`src/rtl/jtpopeye_pkg.sv`:
```
// Shared definitions for the Popeye object DMA: FSM state encoding and object buffer width.
package jtpopeye_pkg;

   localparam int OBJ_AW = 10;

   typedef enum logic [2:0] {
      ST_IDLE = 3'd0,
      ST_REQ  = 3'd1,
      ST_XFER = 3'd2,
      ST_LAST = 3'd3,
      ST_REL  = 3'd4
   } dma_state_t;

endpackage

```
`src/rtl/jtpopeye_dma_edge.sv`:
```
// Rising-edge detector for a level input, sampled only on clock-enable ticks.
module jtpopeye_dma_edge (
   input  logic clk,
   input  logic rst_n,
   input  logic i_cen,
   input  logic i_din,
   output logic o_rise
);

   logic r_last;

   always_ff @(posedge clk or negedge rst_n) begin
      if (!rst_n) begin
         r_last <= 1'b0;
      end else if (i_cen) begin
         r_last <= i_din;
      end
   end

   // Pulse is valid only during the cen cycle that first sees the input high.
   assign o_rise = i_cen & i_din & ~r_last;

endmodule

```
`src/rtl/jtpopeye_dma_ctrl.sv`:
```
// Per-frame object DMA sequencer: requests the Z80 bus on VB start and copies LEN+1 bytes.
// Optional REQ timeout enabled by defining JTPOPEYE_DMA_TIMEOUT_EN.
module jtpopeye_dma_ctrl
   import jtpopeye_pkg::*;
#(
   parameter logic [OBJ_AW-1:0] LEN     = 10'd1023,
   parameter logic [7:0]        TIMEOUT = 8'd200
) (
   input  logic              clk,
   input  logic              rst_n,
   input  logic              cen,
   input  logic              VB,
   output logic              busrq_n,
   input  logic              busak_n,
   output logic              dma_cs,
   output logic [OBJ_AW-1:0] AD_DMA,
   input  logic [7:0]        DD_DMA,
   output logic [OBJ_AW-1:0] obj_addr,
   output logic [7:0]        obj_data,
   output logic              obj_we,
   output logic              INITEO,
   output logic              dma_err,
   output dma_state_t        o_state
);

   dma_state_t        r_state, w_state_nx;
   logic              r_busrq_n, w_busrq_n_nx;
   logic              r_cs, w_cs_nx;
   logic [OBJ_AW-1:0] r_ad, w_ad_nx;
   logic [OBJ_AW-1:0] r_obj_addr, w_obj_addr_nx;
   logic [7:0]        r_obj_data, w_obj_data_nx;
   logic              r_we, w_we_nx;
   logic              r_initeo, w_initeo_nx;
   logic              r_err, w_err_nx;
   logic              r_first, w_first_nx;
   logic              w_vb_rise;
   logic              w_timeout;
   logic              w_last_next;

   jtpopeye_dma_edge u_vb_edge (
      .clk    (clk),
      .rst_n  (rst_n),
      .i_cen  (cen),
      .i_din  (VB),
      .o_rise (w_vb_rise)
   );

`ifdef JTPOPEYE_DMA_TIMEOUT_EN
   logic [7:0] r_cnt;

   always_ff @(posedge clk or negedge rst_n) begin
      if (!rst_n) begin
         r_cnt <= 8'd0;
      end else if (cen) begin
         r_cnt <= (r_state == ST_REQ) ? r_cnt + 8'd1 : 8'd0;
      end
   end

   assign w_timeout = (r_cnt == TIMEOUT - 8'd1);
`else
   logic w_unused_timeout;
   assign w_unused_timeout = ^TIMEOUT;
   assign w_timeout        = 1'b0;
`endif

   // The first XFER tick only lets DD_DMA settle for address 0; later ticks write the
   // current address and advance, so the address register stops exactly at LEN.
   assign w_last_next = r_first ? (r_ad == LEN) : (r_ad + 10'd1 == LEN);

   // Bus handshake: busrq_n low asks for the bus; busak_n low is the grant. dma_cs is only
   // raised while the grant is held, and the request is dropped before waiting for release.
   always_comb begin
      w_state_nx    = r_state;
      w_busrq_n_nx  = r_busrq_n;
      w_cs_nx       = r_cs;
      w_ad_nx       = r_ad;
      w_obj_addr_nx = r_obj_addr;
      w_obj_data_nx = r_obj_data;
      w_we_nx       = 1'b0;
      w_initeo_nx   = r_initeo;
      w_err_nx      = r_err;
      w_first_nx    = r_first;
      if (cen) begin
         case (r_state)
            ST_IDLE: begin
               if (w_vb_rise) begin
                  w_state_nx   = ST_REQ;
                  w_busrq_n_nx = 1'b0;
                  w_initeo_nx  = 1'b1;
                  w_err_nx     = 1'b0;
               end
            end
            ST_REQ: begin
               if (!busak_n) begin
                  w_state_nx = ST_XFER;
                  w_ad_nx    = '0;
                  w_cs_nx    = 1'b1;
                  w_first_nx = 1'b1;
               end else if (w_timeout) begin
                  w_state_nx   = ST_IDLE;
                  w_busrq_n_nx = 1'b1;
                  w_initeo_nx  = 1'b0;
                  w_err_nx     = 1'b1;
               end
            end
            ST_XFER, ST_LAST: begin
               if (busak_n) begin
                  w_state_nx   = ST_IDLE;
                  w_busrq_n_nx = 1'b1;
                  w_cs_nx      = 1'b0;
                  w_initeo_nx  = 1'b0;
                  w_err_nx     = 1'b1;
               end else if (r_state == ST_LAST) begin
                  w_obj_addr_nx = r_ad;
                  w_obj_data_nx = DD_DMA;
                  w_we_nx       = 1'b1;
                  w_cs_nx       = 1'b0;
                  w_busrq_n_nx  = 1'b1;
                  w_state_nx    = ST_REL;
               end else begin
                  if (!r_first) begin
                     w_obj_addr_nx = r_ad;
                     w_obj_data_nx = DD_DMA;
                     w_we_nx       = 1'b1;
                     w_ad_nx       = r_ad + 10'd1;
                  end
                  w_first_nx = 1'b0;
                  if (w_last_next) w_state_nx = ST_LAST;
               end
            end
            ST_REL: begin
               if (busak_n) begin
                  w_state_nx  = ST_IDLE;
                  w_initeo_nx = 1'b0;
               end
            end
            default: begin
               w_state_nx = ST_IDLE;
            end
         endcase
         if (w_vb_rise && r_state != ST_IDLE) w_err_nx = 1'b1;
      end
   end

   always_ff @(posedge clk or negedge rst_n) begin
      if (!rst_n) begin
         r_state    <= ST_IDLE;
         r_busrq_n  <= 1'b1;
         r_cs       <= 1'b0;
         r_ad       <= '0;
         r_obj_addr <= '0;
         r_obj_data <= 8'd0;
         r_we       <= 1'b0;
         r_initeo   <= 1'b0;
         r_err      <= 1'b0;
         r_first    <= 1'b0;
      end else begin
         r_state    <= w_state_nx;
         r_busrq_n  <= w_busrq_n_nx;
         r_cs       <= w_cs_nx;
         r_ad       <= w_ad_nx;
         r_obj_addr <= w_obj_addr_nx;
         r_obj_data <= w_obj_data_nx;
         r_we       <= w_we_nx;
         r_initeo   <= w_initeo_nx;
         r_err      <= w_err_nx;
         r_first    <= w_first_nx;
      end
   end

   assign busrq_n  = r_busrq_n;
   assign dma_cs   = r_cs;
   assign AD_DMA   = r_ad;
   assign obj_addr = r_obj_addr;
   assign obj_data = r_obj_data;
   assign obj_we   = r_we;
   assign INITEO   = r_initeo;
   assign dma_err  = r_err;
   assign o_state  = r_state;

endmodule
```
`config.mk`:
```
export PLATFORM = sky130hd
export DESIGN_NAME = jtpopeye_dma_ctrl
export DESIGN_NICKNAME = d
export VERILOG_FILES = /design/src/rtl/jtpopeye_pkg.sv /design/src/rtl/jtpopeye_dma_edge.sv /design/src/rtl/jtpopeye_dma_ctrl.sv
export SDC_FILE = /design/constraint.sdc
export NUM_CORES = 1
export LEC_CHECK = 0
export BUFFER_PORTS_ARGS = -buffer_cell sky130_fd_sc_hd__buf_2
export CORE_MARGIN = 1
export CORE_UTILIZATION = 33
export CTS_CLUSTER_SIZE = 14
export DETAILED_ROUTE_END_ITERATION = 7
export HOLD_SLACK_MARGIN = 0.05
export PLACE_DENSITY_LB_ADDON = 0.12
export SLEW_MARGIN = 20
export SYNTH_ARGS = -nofsm -noshare
export SYNTH_HDL_FRONTEND = slang
export SYNTH_SLANG_ARGS = --single-unit
```
`constraint.sdc`:
```
create_clock -name clk -period 2.01 [get_ports clk]
set_input_delay 0.402 -clock clk [delete_from_list [all_inputs] [get_ports clk]]
set_output_delay 0.402 -clock clk [all_outputs]
set_load 0.005 [all_outputs]
```
# == Word level (Yosys, flattened, before mapping) ==
# Cells that the tools add are included.
# classes
n_mux,39
eq_ne,18
add_sub_neg,1
bitwise_logic,4
n_reduce_logical,17
# ops
cell,count
$mux 10,6
$eq 10x10->1 const B,2
$pmux 10 s2,1
$reduce_and 4->1,5
$mux 1,18
$mux 3,6
$mux 8,2
$ne 2x2->1 const B,6
$pmux 3 s4,1
$add 10x1->10 const B,1
$pmux 1 s2,5
$reduce_and 5->1,2
$ne 3x3->1 const B,3
$eq 3x2->1 const B,2
$reduce_and 6->1,1
$reduce_bool 2->1,3
$reduce_bool 3->1,2
$ne 2x1->1 const B,2
$ne 4x4->1 const B,1
$eq 3x1->1 const B,1
$eq 3x3->1 const B,1
$logic_not 3->1,1
$reduce_or 3->1,1
$and 1x1->1,2
other kinds (3),4
# word_totals
output_inout_bits,36
word_cells,90
input_bits,13
register_bits,38

# == Logic depth before layout (Yosys ltp) ==
# Gate-level depths: netlist (run 1).
# logic_depth
word_depth,7
depth_mapped,6
ltp_nobuf,6

# == Cells and area by module ==
# From an unflattened synthesis (run 1), not the netlist that was laid out.
# hier_totals
hier_cells,189
area_unflattened_um2,1943.1
# by_module_without_submodules
module,instances,area_each_um2,cells_each
jtpopeye_dma_ctrl,1,1893.1,186
jtpopeye_dma_edge,1,50.0,3

# == Worst setup path after synthesis (run 1) ==
# OpenSTA, ideal clock, no wires.
# synth_path
kind,flip-flop to flip-flop
start,register r_state[2] (netlist: o_state[2])
end,register r_obj_addr[2] (netlist: obj_addr[2])
path_stages_with_launch,7
slack_ns,0.190
setup_time_ns,0.125
period_less_slack_ns,1.820
arrival_time_ns,1.695
path_cell_list,dfrtp_1 -> buf_2 -> nor2b_4 -> nand2_2 -> a211oi_4 -> buf_8 -> mux2_4
# synth_via
elab_chain_len,3
# synth_lines
element,line,source
"start, declared",jtpopeye_dma_ctrl.sv:26,"dma_state_t r_state, w_state_nx;"
"start signal, assigned",jtpopeye_dma_ctrl.sv:158,r_state <= w_state_nx;
$eq 3x2->1 (on tied branches),"jtpopeye_dma_ctrl.sv:84, jtpopeye_dma_ctrl.sv:113",
$ne 2x1->1 (no line) or $reduce_or 2->1 (tied branches),n/a,
$reduce_and 4->1 (no line),n/a,
"end signal, assigned",jtpopeye_dma_ctrl.sv:162,r_obj_addr <= w_obj_addr_nx;
"end, declared",jtpopeye_dma_ctrl.sv:30,"logic [OBJ_AW-1:0] r_obj_addr, w_obj_addr_nx;"
# Parallel ways exist; a longest one is shown, timed or not.
# A chain may end at the register's enable or synchronous reset.

# == Final worst setup path (run 1) ==
# layout_path
start,register r_ad[1] (netlist: AD_DMA[1])
end,register r_state[0] (netlist: o_state[0])
# layout_via
elab_chain_len,5
# layout_lines
element,line,source
"start, declared",jtpopeye_dma_ctrl.sv:29,"logic [OBJ_AW-1:0] r_ad, w_ad_nx;"
"start signal, assigned",jtpopeye_dma_ctrl.sv:161,r_ad <= w_ad_nx;
$add 10x1->10,jtpopeye_dma_ctrl.sv:68,assign w_last_next = r_first ? (r_ad == LEN) : (r_ad + 10'd1 == LEN);
$eq 10x10->1,jtpopeye_dma_ctrl.sv:68,
$mux 1 *,jtpopeye_dma_ctrl.sv:68,
$ne 4x4->1 (no line) *,n/a,
$reduce_and 5->1 (no line) *,n/a,
# Mark *: on every way between the ends. The rest lies on a longest branch, timed or not.

==> qor.yml, run 1 <==
crit_path_start_kind: "register"
gr-total-overflow: 0
die_w_um: 77.7
insertion_delay_ns: 0.29
setup.worst_path.end_class: "register"
fin_setup_tns_ns: 0
synth-warning-count: 0
cp_cell_sequence: "ha_1 -> and4_1 -> and2_1 -> xor2_1 -> a31oi_1 -> o31ai_1"
drv_slew: 0
synthMuxAreaShare: 0.125
synth_top_area_share: 0.489
drt_wl_total_um: 4190
synth_top_family_by_area: "simple AND/OR/NAND/NOR gates"
cts.sinks: 38
post-route-util: 0.434
syn-num-nets: 192
fin_area_um2: 2390
syn_inst: 178
path_class: "reg2reg"
critPathMaxFanout: 6
skew_ns: 0.00580
synth-xor-area-share: 0.0278
synth-adder-area-share: 0.00661
grt_pass1_wl_um: 7040
fin_nets: 244
placed_area_um2: 2250
syn_avg_cell_area_um2: 10.6
crit_path_top_delay_cell: "dfrtp_1"
dp_hpwl_um: 2950
rsz0062_at_grt: "false"
placeableCoreArea_um2: 5510
synth_cell_types: 40
synthFlopType: "dfrtp_1"
grt_max_degree: 21
cts-htree-levels: 2
fillers: 539
synthTopCellsByArea: "dfrtp_1 (49%), mux2_4 (7.1%), mux2_2 (5.4%), o21ai_0 (4.5%), nand2_1 (2.8%)"
dr.pass1.iters: 4
fmax_mhz: 544
required_ns: 2.21
wl_per_cell_um: 13.8
drc: 0
peakVddDrop_v: 0.000549
clkTransAtPathRegs_ns: 0.08
seq_area_frac_synth: 0.503
synth-simple-area-share: 0.151
floorplan.initialDensity: 0.344
synth_edf_count: 0
async_flop_share: 1.00
maxCapViolations: 0
yosysTopAreaCell: "dfrtp_1"
postCtsSetupBuffers: 0
vias: 1471
cts_buffer_depth: 2
cts_buffers: 5
antenna_found_initial: 0
track_usage: 0.150
status: "finished, final reports clean"
drive_gt1_frac: 0.390
ant_nets: 0
area_delta_synth_final_pct: 26.5
rows: 27
min_path_type: "in2async"
max_stage_delay_ns: 0.44
crit-reg2reg-launch: "AD_DMA[1]"
power_density_nw_per_um2: 1090
setup_viol: 0
synth_top_cells_by_count: "dfrtp_1 (37), o21ai_0 (17), nand2_1 (14), nor2_1 (14)"
crit_arrival_ns: 2.04
leakage_nw: 1.15
hold_violations: 0
cp-startpoint: "AD_DMA[1]"
synth.most_common_cell: "dfrtp_1"
numPortBuffers: 48
diodes: 0
ios: 49
tightest_slew_ns: 0.473
fp.dieH_um: 77.7
period_share: 0.915
die_area_um2: 6040
fin_crit_ns: 1.84
cts_tree: "done"
grt_pass1_vias: 1427
clockRootBuffer: "clkbuf_8"
max-slew-margin-rel: 0.685
ys_ff_latch: 38
synth_area_um2: 1890
viasPerCell: 4.85
gp_congestion: 0.823
initialDrtViolationCount: 60
synth_compound_area_frac: 0.138
finalPower_w: 0.00261
cells by family (layout without fill, tap and decap cells):
family | after synthesis | count (layout)
compound gates | 41 | 41
xor+xnor | 6 | 6
fa+ha+maj | 1 | 1
buf+inv | 19 | 72
flops | 38 | 38
mux | 18 | 18
simple gates | 55 | 55
metal layers:
metal	GRT usage	part of all wire
met3	0.0318	0.035
met4	0.0623	0.016
met2	0.232	0.45
met1	0.202	0.50
met5	0	0
worst max-delay path, delay by kind of cell (launching register included):
kind	cells	cell delay, ns
xor gates and xnor gates	1	0.16
DFF	1	0.44
AOI/OAI and AO/OA	2	0.35
adders and majority gates	1	0.29
and+or+nand+nor	2	0.51
area by class of cell:
| type | instances | area (um2) | share of cell area |
|---|---|---|---|
| flip-flops and latches | 38 | 953 | 0.399 |
| multi-input cells | 121 | 848 | 0.355 |
| repair buffers | 58 | 340 | 0.142 |
| well taps | 72 | 90.1 | 0.0377 |
| clock buffers | 5 | 68.8 | 0.0288 |
| clock inverters | 3 | 68.8 | 0.0288 |
| inverters | 6 | 22.5 | 0.00941 |
cell usage in the layout, fill, tap and decap left out, types with 6 or more instances in the layout:
cell type,n
buf_2,48
dfrtp_1,36
o21ai_0,17
nand2_1,14
nor2_1,14
mux2_4,9
mux2_2,9
buf_4,8
inv_1,6
a21oi_1,6
sequential cells by signal, indices dropped and copies added (netlist names), 3 cells and up:
register / flops
AD_DMA: 10
o_state: 3
obj_addr: 10
obj_data: 8
repair_timing:
item,in CTS,in global routing
resized for setup,0,1
hold buffers,0,0
endpoints found under the hold margin,0,0
endpoints found under the setup margin,0,1
worst paths after layout:
path | end | slack (ns) | depth (start not counted)
max in group asynchronous | busrq_n | 1.40 | 2
min in group clk | obj_data[5] | 0.34 | 2
worst min register to register | busrq_n | 0.50 | 2
worst max register to register | o_state[0] | 0.17 | 6
worst max-delay path | o_state[0] | 0.17 | 6
worst min-delay path | obj_addr[3] | 0.06 | 1
where the power goes:
part | leakage [nW] | internal [W] | total, W | switching, W
sequential | 0.495 | 0.000933 | 0.00110 | 0.000162
clock | 0.0683 | 0.000497 | 0.000791 | 0.000293
combinational | 0.590 | 0.000375 | 0.000722 | 0.000347
total | 1.15 | 0.00181 | 0.00261 | 0.000802
stage by stage:
stage / hold WS, ns / std cells / setup WS, ns
2_1_floorplan: 0.106 / 178 / 0.190
3_3_place_gp: 0.395 / 295 / 0.252
3_5_place_dp: 0.388 / 295 / 0.135
4_1_cts: 0.0661 / 303 / 0.146
5_1_grt: 0.0791 / 303 / 0.0426
6_report: 0.0560 / 303 / 0.171
No activity file was read; power rests on OpenSTA's default activity.
==> run 2: changes to the inputs <==
PLACE_DENSITY_LB_ADDON = default   (was 0.12)
==> run 2 against run 1 <==
Sequential power barely moved. First-iteration DRC count fell by 18%. Clock power is 17% lower. Hold slack gained 0.017 ns. Critical path type unchanged. Largest power group unchanged.
==> qor.yml, run 2 (synthesis gave the netlist of run 1 again) <==
status: "finished, final reports clean"
setup_viol: 0  # unchanged
fmax_mhz: 552  # +1.4%
fp.dieH_um: 77.7  # unchanged
seq_power_share: 0.439  # +0.019
ant_nets: 0  # unchanged
peakVddDrop_v: 0.000435  # -21%
cts_buffers: 5  # unchanged
fin_setup_tns_ns: 0  # unchanged
rows: 27  # unchanged
r2r-end: "o_state[0]"
regArea_um2: 952  # -0.13%
hold_violations: 0  # unchanged
clockRootBuffer: "clkbuf_8"
min_path_type: "in2async"
die_w_um: 77.7  # unchanged
cp-startpoint: "AD_DMA[0]"
cts-htree-levels: 2  # unchanged
antenna_found_initial: 0  # unchanged
rsz0062_at_grt: "false"
setup.worst_path.end_class: "register"
fin_nets: 245  # +0.41%
placeableCoreArea_um2: 5510  # unchanged
maxCapViolations: 0  # unchanged
tightest_slew_ns: 0.544  # +0.0718 ns
ff2ff_setup_slack_ns: 0.20  # +0.03 ns
p_sw_w: 0.000761  # -5.1%
vias: 1496  # +1.7%
postCtsResizedCells: 0  # unchanged
power_frac_clock: 0.266  # -0.037
skew_ns: 0.00295  # -0.00284 ns
critPathMaxFanout: 8  # +2
cts_hold_buf: 0  # unchanged
final_cell_mix: "buf_2 (48), dfrtp_1 (37), o21ai_0 (17), nand2_1 (14), nor2_1 (14)"
cts.sinks: 38  # unchanged
track_usage: 0.145  # -0.00471
insertion_delay_ns: 0.29  # about the same
internal_power_w: 0.00170  # -5.8%
crit_arrival_ns: 2.01  # -0.03 ns
gr-total-overflow: 0  # unchanged
fin_area_um2: 2370  # -0.78%
endpoint: "o_state[0]"
fin_crit_ns: 1.81  # -0.0256 ns
numPortBuffers: 48  # unchanged
grt_max_degree: 39  # +86%
wl_per_cell_um: 13.0  # -5.8%
leakage_nw: 1.15  # -0.34%
power_density_nw_per_um2: 1040  # -4.9%
postCtsSetupBuffers: 0  # unchanged
cts_tree: "done"
viasPerCell: 4.94  # +1.7%
clkTransAtPathRegs_ns: 0.07  # about the same
max-slew-margin-rel: 0.632  # -0.0530
path_class: "reg2reg"
drive_gt1_frac: 0.385  # -0.00433
die_area_um2: 6040  # unchanged
netSwitchingFraction: 0.309  # +0.00149
initialDrtViolationCount: 49  # -18%
r2r_cells: 6  # unchanged
ios: 49  # unchanged
drc: 0  # unchanged
floorplan.initialDensity: 0.344  # unchanged
required_ns: 2.21  # about the same
grt_pass1_wl_um: 6840  # -2.8%
period_share: 0.902  # -0.0128
area_delta_synth_final_pct: 25.5
layout_commonest_cell: "buf_2"
dp_hpwl_um: 2870  # -2.8%
cts_buffer_depth: 2  # unchanged
placed_area_um2: 2260  # +0.33%
drv_slew: 0  # unchanged
grt_pass1_vias: 1452  # +1.8%
multi_input_area_um2: 848  # unchanged
fillers: 530  # -1.7%
crit_path_start_kind: "register"
gp_congestion: 0.869  # +5.6%
dr.pass1.iters: 4  # unchanged
drt_wl_total_um: 3950  # -5.8%
crit-reg2reg-launch: "AD_DMA[0]"
pwr-share-comb: 0.295  # +0.018
diodes: 0  # unchanged
run 2: cell types whose count changed in the layout (fill, tap and decap cells not counted):
cell       previous run  this run
buf_4                 8         9
bufinv_16             2         1
clkbuf_8              5         6
clkinv_4              1         0
dfrtp_1              36        37
dfrtp_2               1         0
run 2: area by class of cell:
class                           instances  share of cell area
Inverter                                6             0.00949
Clock buffer                            6              0.0348
Clock inverter                          1              0.0127
Multi-Input combinational cell        121               0.357
Tap cell                               72              0.0380
Timing Repair Buffer                   59               0.147
Sequential cell                        38               0.401
run 2: power groups by stage:
stage / logic, W / clock network [W] / registers [W]
after global placement: 0.000725 / 0 / 0.00109
final: 0.000726 / 0.000654 / 0.00108
after floorplan: 0.000453 / 0 / 0.00107
after CTS: 0.000735 / 0.000683 / 0.00109
after global routing: 0.000804 / 0.000709 / 0.00111
after detailed placement: 0.000733 / 0 / 0.00110
run 2: how the worst min path moves through the flow:
| stage | start | endpoint | slack (ns) | depth (start not counted) |
|---|---|---|---|---|
| floorplan | rst_n | AD_DMA[0] | 0.11 | 0 |
| global placement | rst_n | obj_data[3] | 0.39 | 2 |
| detailed placement | rst_n | obj_data[7] | 0.39 | 2 |
| CTS | rst_n | obj_data[5] | 0.07 | 2 |
| global route | rst_n | obj_addr[2] | 0.08 | 2 |
| finish | rst_n | obj_addr[9] | 0.07 | 2 |
run 2: worst max-delay path, cell delays in order, from the launching register on:
cell	delay, ns
dfrtp_1	0.46
ha_1	0.28
and4_1	0.30
and2_1	0.20
xor2_1	0.17
a31oi_1	0.10
o31ai_1	0.23
run 2: per-stage QoR:
step                 util  setup slack, ns  hold WS [ns]  power, W  std cells
floorplan               -            0.190         0.106   0.00152        178
global route        0.431           0.0586        0.0800   0.00262        303
finish              0.431            0.197        0.0730   0.00246        303
detailed placement  0.411            0.210         0.392   0.00183        296
global placement    0.411            0.281         0.386   0.00182        296
CTS                 0.431            0.194        0.0717   0.00250        303
run 2: per-layer routing:
metal	track usage	wire length [um]	up-vias
met3	0.0294	226	7
li1	-	-	735
met5	0	0	-
met2	0.228	1780	44
met4	0.0679	73	0
met1	0.191	1870	710
